**src/rtl/time_ctrl.sv**
```systemverilog
// Time-of-day controller: 1 Hz prescaler, sec/min/hour counter chain and run/set FSM.
// Optional alarm comparator is built only when TIME_CTRL_ALARM_EN is defined.
module time_ctrl #(
  parameter int TICK_DIV = 50_000_000
) (
  input  logic       clk,
  input  logic       rst_n,
  input  logic       mode_pulse,
  input  logic       inc_pulse,
  output logic [5:0] sec,
  output logic [5:0] min,
  output logic [4:0] hour,
  output logic [2:0] state,
  output logic       tick,
  output logic       alarm
);

  localparam int PW = $clog2(TICK_DIV);
  localparam logic [PW-1:0] PRESC_LAST = PW'(TICK_DIV - 1);

  typedef enum logic [2:0] {
    ST_RUN        = 3'd0,
    ST_SET_HR     = 3'd1,
    ST_SET_MIN    = 3'd2
`ifdef TIME_CTRL_ALARM_EN
    ,
    ST_SET_AL_HR  = 3'd3,
    ST_SET_AL_MIN = 3'd4
`endif
  } state_t;

  function automatic logic [5:0] inc_mod60(input logic [5:0] v);
    if (v == 6'd59) begin
      inc_mod60 = 6'd0;
    end else begin
      inc_mod60 = v + 6'd1;
    end
  endfunction

  function automatic logic [4:0] inc_mod24(input logic [4:0] v);
    if (v == 5'd23) begin
      inc_mod24 = 5'd0;
    end else begin
      inc_mod24 = v + 5'd1;
    end
  endfunction

  state_t        state_r, state_nxt_s;
  logic [PW-1:0] presc_r, presc_nxt_s;
  logic [5:0]    sec_r, sec_nxt_s;
  logic [5:0]    min_r, min_nxt_s;
  logic [4:0]    hour_r, hour_nxt_s;
  logic          tick_r;
  logic          advance_s;
  logic          inc_ok_s;
  logic          enter_run_s;

  assign advance_s   = (state_r == ST_RUN) && (presc_r == PRESC_LAST);
  // mode_pulse has priority over inc_pulse in the same cycle
  assign inc_ok_s    = inc_pulse && !mode_pulse;
  assign enter_run_s = mode_pulse && (state_r != ST_RUN) && (state_nxt_s == ST_RUN);

  // FSM state register
  always_ff @(posedge clk or negedge rst_n) begin
    if (!rst_n) begin
      state_r <= ST_RUN;
    end else begin
      state_r <= state_nxt_s;
    end
  end

  // FSM next state: mode_pulse walks the set states and back to RUN
  always_comb begin
    state_nxt_s = state_r;
    if (mode_pulse) begin
      case (state_r)
        ST_RUN:        state_nxt_s = ST_SET_HR;
        ST_SET_HR:     state_nxt_s = ST_SET_MIN;
`ifdef TIME_CTRL_ALARM_EN
        ST_SET_MIN:    state_nxt_s = ST_SET_AL_HR;
        ST_SET_AL_HR:  state_nxt_s = ST_SET_AL_MIN;
        ST_SET_AL_MIN: state_nxt_s = ST_RUN;
`else
        ST_SET_MIN:    state_nxt_s = ST_RUN;
`endif
        default:       state_nxt_s = ST_RUN;
      endcase
    end else begin
      state_nxt_s = state_r;
    end
  end

  // Prescaler next value: counts only while staying in RUN, otherwise parked at 0
  always_comb begin
    presc_nxt_s = '0;
    if ((state_r == ST_RUN) && (state_nxt_s == ST_RUN)) begin
      if (advance_s) begin
        presc_nxt_s = '0;
      end else begin
        presc_nxt_s = presc_r + PW'(1);
      end
    end else begin
      presc_nxt_s = '0;
    end
  end

  // Time counter next values: run-mode cascade or set-mode increments
  always_comb begin
    sec_nxt_s  = sec_r;
    min_nxt_s  = min_r;
    hour_nxt_s = hour_r;
    if (advance_s) begin
      sec_nxt_s = inc_mod60(sec_r);
      if (sec_r == 6'd59) begin
        min_nxt_s = inc_mod60(min_r);
        if (min_r == 6'd59) begin
          hour_nxt_s = inc_mod24(hour_r);
        end else begin
          hour_nxt_s = hour_r;
        end
      end else begin
        min_nxt_s = min_r;
      end
    end else if (inc_ok_s) begin
      case (state_r)
        ST_SET_HR:  hour_nxt_s = inc_mod24(hour_r);
        ST_SET_MIN: min_nxt_s  = inc_mod60(min_r);
        default:    hour_nxt_s = hour_r;
      endcase
    end else begin
      sec_nxt_s = sec_r;
    end
    if (enter_run_s) begin
      sec_nxt_s = 6'd0;
    end else begin
      sec_nxt_s = sec_nxt_s;
    end
  end

  // Datapath registers; tick is suppressed when the advance coincides with leaving RUN
  always_ff @(posedge clk or negedge rst_n) begin
    if (!rst_n) begin
      presc_r <= '0;
      sec_r   <= 6'd0;
      min_r   <= 6'd0;
      hour_r  <= 5'd0;
      tick_r  <= 1'b0;
    end else begin
      presc_r <= presc_nxt_s;
      sec_r   <= sec_nxt_s;
      min_r   <= min_nxt_s;
      hour_r  <= hour_nxt_s;
      tick_r  <= advance_s && (state_nxt_s == ST_RUN);
    end
  end

`ifdef TIME_CTRL_ALARM_EN
  logic [4:0] al_hour_r, al_hour_nxt_s;
  logic [5:0] al_min_r, al_min_nxt_s;
  logic       alarm_r, alarm_nxt_s;

  // Alarm setpoint edits and alarm flag: set on a matching minute rollover, cleared by any user pulse
  always_comb begin
    al_hour_nxt_s = al_hour_r;
    al_min_nxt_s  = al_min_r;
    alarm_nxt_s   = alarm_r;
    if (inc_ok_s) begin
      case (state_r)
        ST_SET_AL_HR:  al_hour_nxt_s = inc_mod24(al_hour_r);
        ST_SET_AL_MIN: al_min_nxt_s  = inc_mod60(al_min_r);
        default:       al_hour_nxt_s = al_hour_r;
      endcase
    end else begin
      al_hour_nxt_s = al_hour_r;
    end
    if (mode_pulse || inc_pulse) begin
      alarm_nxt_s = 1'b0;
    end else if (advance_s && (sec_nxt_s == 6'd0)) begin
      alarm_nxt_s = (hour_nxt_s == al_hour_r) && (min_nxt_s == al_min_r);
    end else begin
      alarm_nxt_s = alarm_r;
    end
  end

  // Alarm registers
  always_ff @(posedge clk or negedge rst_n) begin
    if (!rst_n) begin
      al_hour_r <= 5'd0;
      al_min_r  <= 6'd0;
      alarm_r   <= 1'b0;
    end else begin
      al_hour_r <= al_hour_nxt_s;
      al_min_r  <= al_min_nxt_s;
      alarm_r   <= alarm_nxt_s;
    end
  end

  assign alarm = alarm_r;
`else
  assign alarm = 1'b0;
`endif

  assign sec   = sec_r;
  assign min   = min_r;
  assign hour  = hour_r;
  assign state = state_r;
  assign tick  = tick_r;

endmodule

```
**config.mk**
```make
export PLATFORM = sky130hd
export DESIGN_NAME = time_ctrl
export DESIGN_NICKNAME = d
export VERILOG_FILES = /design/src/rtl/time_ctrl.sv
export SDC_FILE = /design/constraint.sdc
export NUM_CORES = 1
export LEC_CHECK = 0
export BUFFER_PORTS_ARGS = -buffer_cell sky130_fd_sc_hd__buf_2
export CAP_MARGIN = 40
export CORE_UTILIZATION = 35
export DETAILED_ROUTE_END_ITERATION = 6
export GPL_ROUTABILITY_DRIVEN = 0
export SLEW_MARGIN = 20
export SYNTH_ARGS = -nofsm -noshare
export SYNTH_HDL_FRONTEND = slang
export SYNTH_SLANG_ARGS = --single-unit
export TNS_END_PERCENT = 100
```
**constraint.sdc**
```tcl
create_clock -name clk -period 6.2 [get_ports clk]
set_input_delay 0.93 -clock clk [delete_from_list [all_inputs] [get_ports clk]]
set_output_delay 0.93 -clock clk [all_outputs]
set_load 0.005 [all_outputs]
```
==> metrics.md <==
| Metric | Value |
|---|---|
| Delay-heaviest family, CP | simple AND/OR/NAND/NOR gates |
| Antenna violations before repair | 0 |
| Root Buffer | clkbuf_8 |
| Number of clock sinks | 47 |
| Post-layout nets | roughly 290 |
| EDFF count, synth | 0 |
| Status | complete, no violations |
| Area Growth Syn to Fin | 12.8% |
| Slew Limit Headroom | 60.5% |
| Syn Area/Cell | 9.80 um2 |
| Tmin final | approximately 2.5 ns |
| Setup violators final | 0 |
| Post-Synthesis Cells | 252 |
| Antenna Nets Post-Route | 0 |
| Commonest non-fill, non-tap cells in the layout | 47 x dfrtp_1, 46 x nor2_1, 24 x buf_2 |
| RSZ-0062 raised after global routing | false |
| Clk slew on worst S/H paths | 0.08 ns |
| Worst setup margin | 3.66 ns |
| Most common cell after layout, fill and taps aside | dfrtp_1 |
| Area of the die | 0.00740 mm2 |
| Clk buf depth | 2 |
| Initial detailed-routing violation count | 96 |
| Boundary Pins | 26 |
| DP Worst Slack | 3.62 ns |
| WL final | between 4000 and 5000 um |
| Multi-input logic area | 0.00124 mm2 |
| Pre-antenna DRT Iters | 4 |
| Max-slew violation count | 0 |
| Register bit count reported by yosys | between 40 and 50 |
| Crit path cell chain | ha_1 > nand4_1 > or4_4 > or2_1 > nand2b_1 > buf_6 > nor2_1 |
| Global-route usage over all layers | 14.8% |
| Initial Util | 36.4% |
| Final Skew | between 0.01 and 0.015 ns |
| Synth Flop Type | dfrtp_1 |
| Post-synthesis sequential area ratio | 47.6% |
| CTS H-Tree Depth | 2 |
| Fin crit share | around two fifths |
| Max Clock Freq | between 300 and 400 MHz |
| TritonCTS Buffers | 5 |
| Post_cts resized | 0 |
| Hold Vio Cnt, Final | 0 |
| Vias per Instance | 5.15 |
| Largest net degree at the start of global routing | 29 |
| Vias | 1935 |
| Dpl hpwl | between 3000 and 4000 um |
| WP data required | 6.39 ns |
| Design Power | between 700 and 800 uW |
| CP Capture Type | flip-flop |
| Crit path arrival time | between 2 and 3 ns |
| First-pass GRT wire length | 8780 um |
| WP buf/inv | 1 |
| CTS tree | done |
| Ant. Diodes | 0 |
| Post CTS Setup Buffer Count | 0 |
| Fillers | roughly 680 |
| Critical path type | reg2reg |
| Vias in the first global route | ~1900 |
| Critical-path top delay cell | or4_4 |
| I/O Buffers | 24 |
| DRC viols | 0 |
| PwrDens | 271 mW/mm2 |
| Layout cells sized above 1 | 17.1% |
| TNS Setup | 0 ns |
| Synthesis Warnings | 0 |
| Startpoint Class | flip-flop |
| LEAKAGE | 1.16 nW |
| Syn_nets | 260 |
| Register area | 0.00118 mm2 |
| Clk Latency, worst-skew pair | 0.30 ns |
| Core area | 0.00679 mm2 |
| Pin slew with the least headroom to its limit | 0.591 ns |
| Die width | 86.0 um |
| Crit path max fanout | 13 |
| Die Span Y | roughly 86 um |
| Final global-route overflow total | 0 |
| Critical path's largest stage delay | 0.61 ns |
| Peak supply drop | 95.1 uV |
| Cts hold-fix bufs | 0 |
| Cell Area, Synth | about 0.0025 mm2 |
| # Max-Cap Violations | 0 |
| Async set-or-reset flop fraction in the synthesized netlist | 100% |
| Worst Hold Class | reg2reg |
| Netlist cell types | approximately 50 |
| Routed length per placed instance | 13.2 um |
| Row count | 30 |
[worst reg2reg max path: stages (launching register included)]
cell and delay [ns]:
dfrtp_1 0.39, ha_1 0.22, nand4_1 0.16, or4_4 0.61, or2_1 0.35, nand2b_1 0.43, buf_6 0.23, nor2_1 0.06
[path summary, 6_finish.rpt]
path	start	slack [ns]	cells after the start	to
worst max-delay path	presc_r[0]	3.66	7	presc_r[23]
worst min-delay path	presc_r[0]	0.48	1	presc_r[0]
worst max register to register	presc_r[0]	3.66	7	presc_r[23]
worst min register to register	presc_r[0]	0.48	1	presc_r[0]
max in group asynchronous	rst_n	5.10	2	presc_r[8]
min in group asynchronous	rst_n	0.58	1	state[1]
[registers in the layout, indices dropped and copies added, names as in the netlist]
signal and cells:
state 3, tick 1, hour 5, presc_r 26, min 6, sec 6
[report_power, final]
part / leakage, nW / switching [mW] / internal [mW]
Sequential: 0.639 / 0.0512 / 0.346
Clock: 0.0422 / 0.0990 / 0.0793
Combinational: 0.476 / 0.0909 / 0.0874
Total: 1.16 / 0.241 / 0.513
[Yosys cell counts, drive strengths merged (3+ instances only)]
master / count / area, um2
nand2b: 3 / 18.8
o21ai: 8 / 40.0
nor4: 7 / 56.3
mux2: 9 / 101
xnor2: 12 / 105
nor2: 46 / 173
a31oi: 3 / 18.8
nor3: 6 / 30.0
nand2: 11 / 41.3
inv: 4 / 15.0
nand4: 12 / 81.3
and3: 5 / 31.3
dfrtp: 47 / 1180
buf: 5 / 33.8
or4: 3 / 26.3
nand3: 16 / 80.1
nor3b: 4 / 30.0
a21oi: 3 / 15.0
xor2: 13 / 114
ha: 4 / 50.1
nor2b: 3 / 18.8
[cell families after synthesis]
logic type               synth area share [%]
adder cells (fa/ha/maj)                  2.03
AO/OA/AOI/OAI                            6.79
other                                   0.152
buffers and inverters                    2.28
XOR/XNOR                                 8.87
flip-flops                               47.6
multiplexers                             4.10
AND/OR/NAND/NOR                          28.2
[area by class of cell]
cell class	count	share of cell area [%]
clock buffer	7	2.74
clock inverter	1	0.180
inverter	4	0.539
multi-input combinational	194	44.4
timing repair buffer	27	5.61
sequential	47	42.2
tap	96	4.31
[stage by stage]
stage | utilization, % | instances | area, um2 | hold slack [ns]
after floorplan | - | 252 | 2470 | 0.455
after global placement | 39.3 | 365 | 2670 | 0.466
after detailed placement | 39.7 | 367 | 2700 | 0.478
after CTS | 40.9 | 375 | 2780 | 0.487
after global routing | 41.0 | 376 | 2790 | 0.542
final | 41.0 | 376 | 2790 | 0.484
[layer usage]
layer  part of all wire (%)  GRT usage, %
met2                     48          23.8
met3                    4.1          3.37
met1                     47          19.4
met4                    1.1          5.61
met5                      0             0
Note: power is estimated with default switching activity, not from simulation.
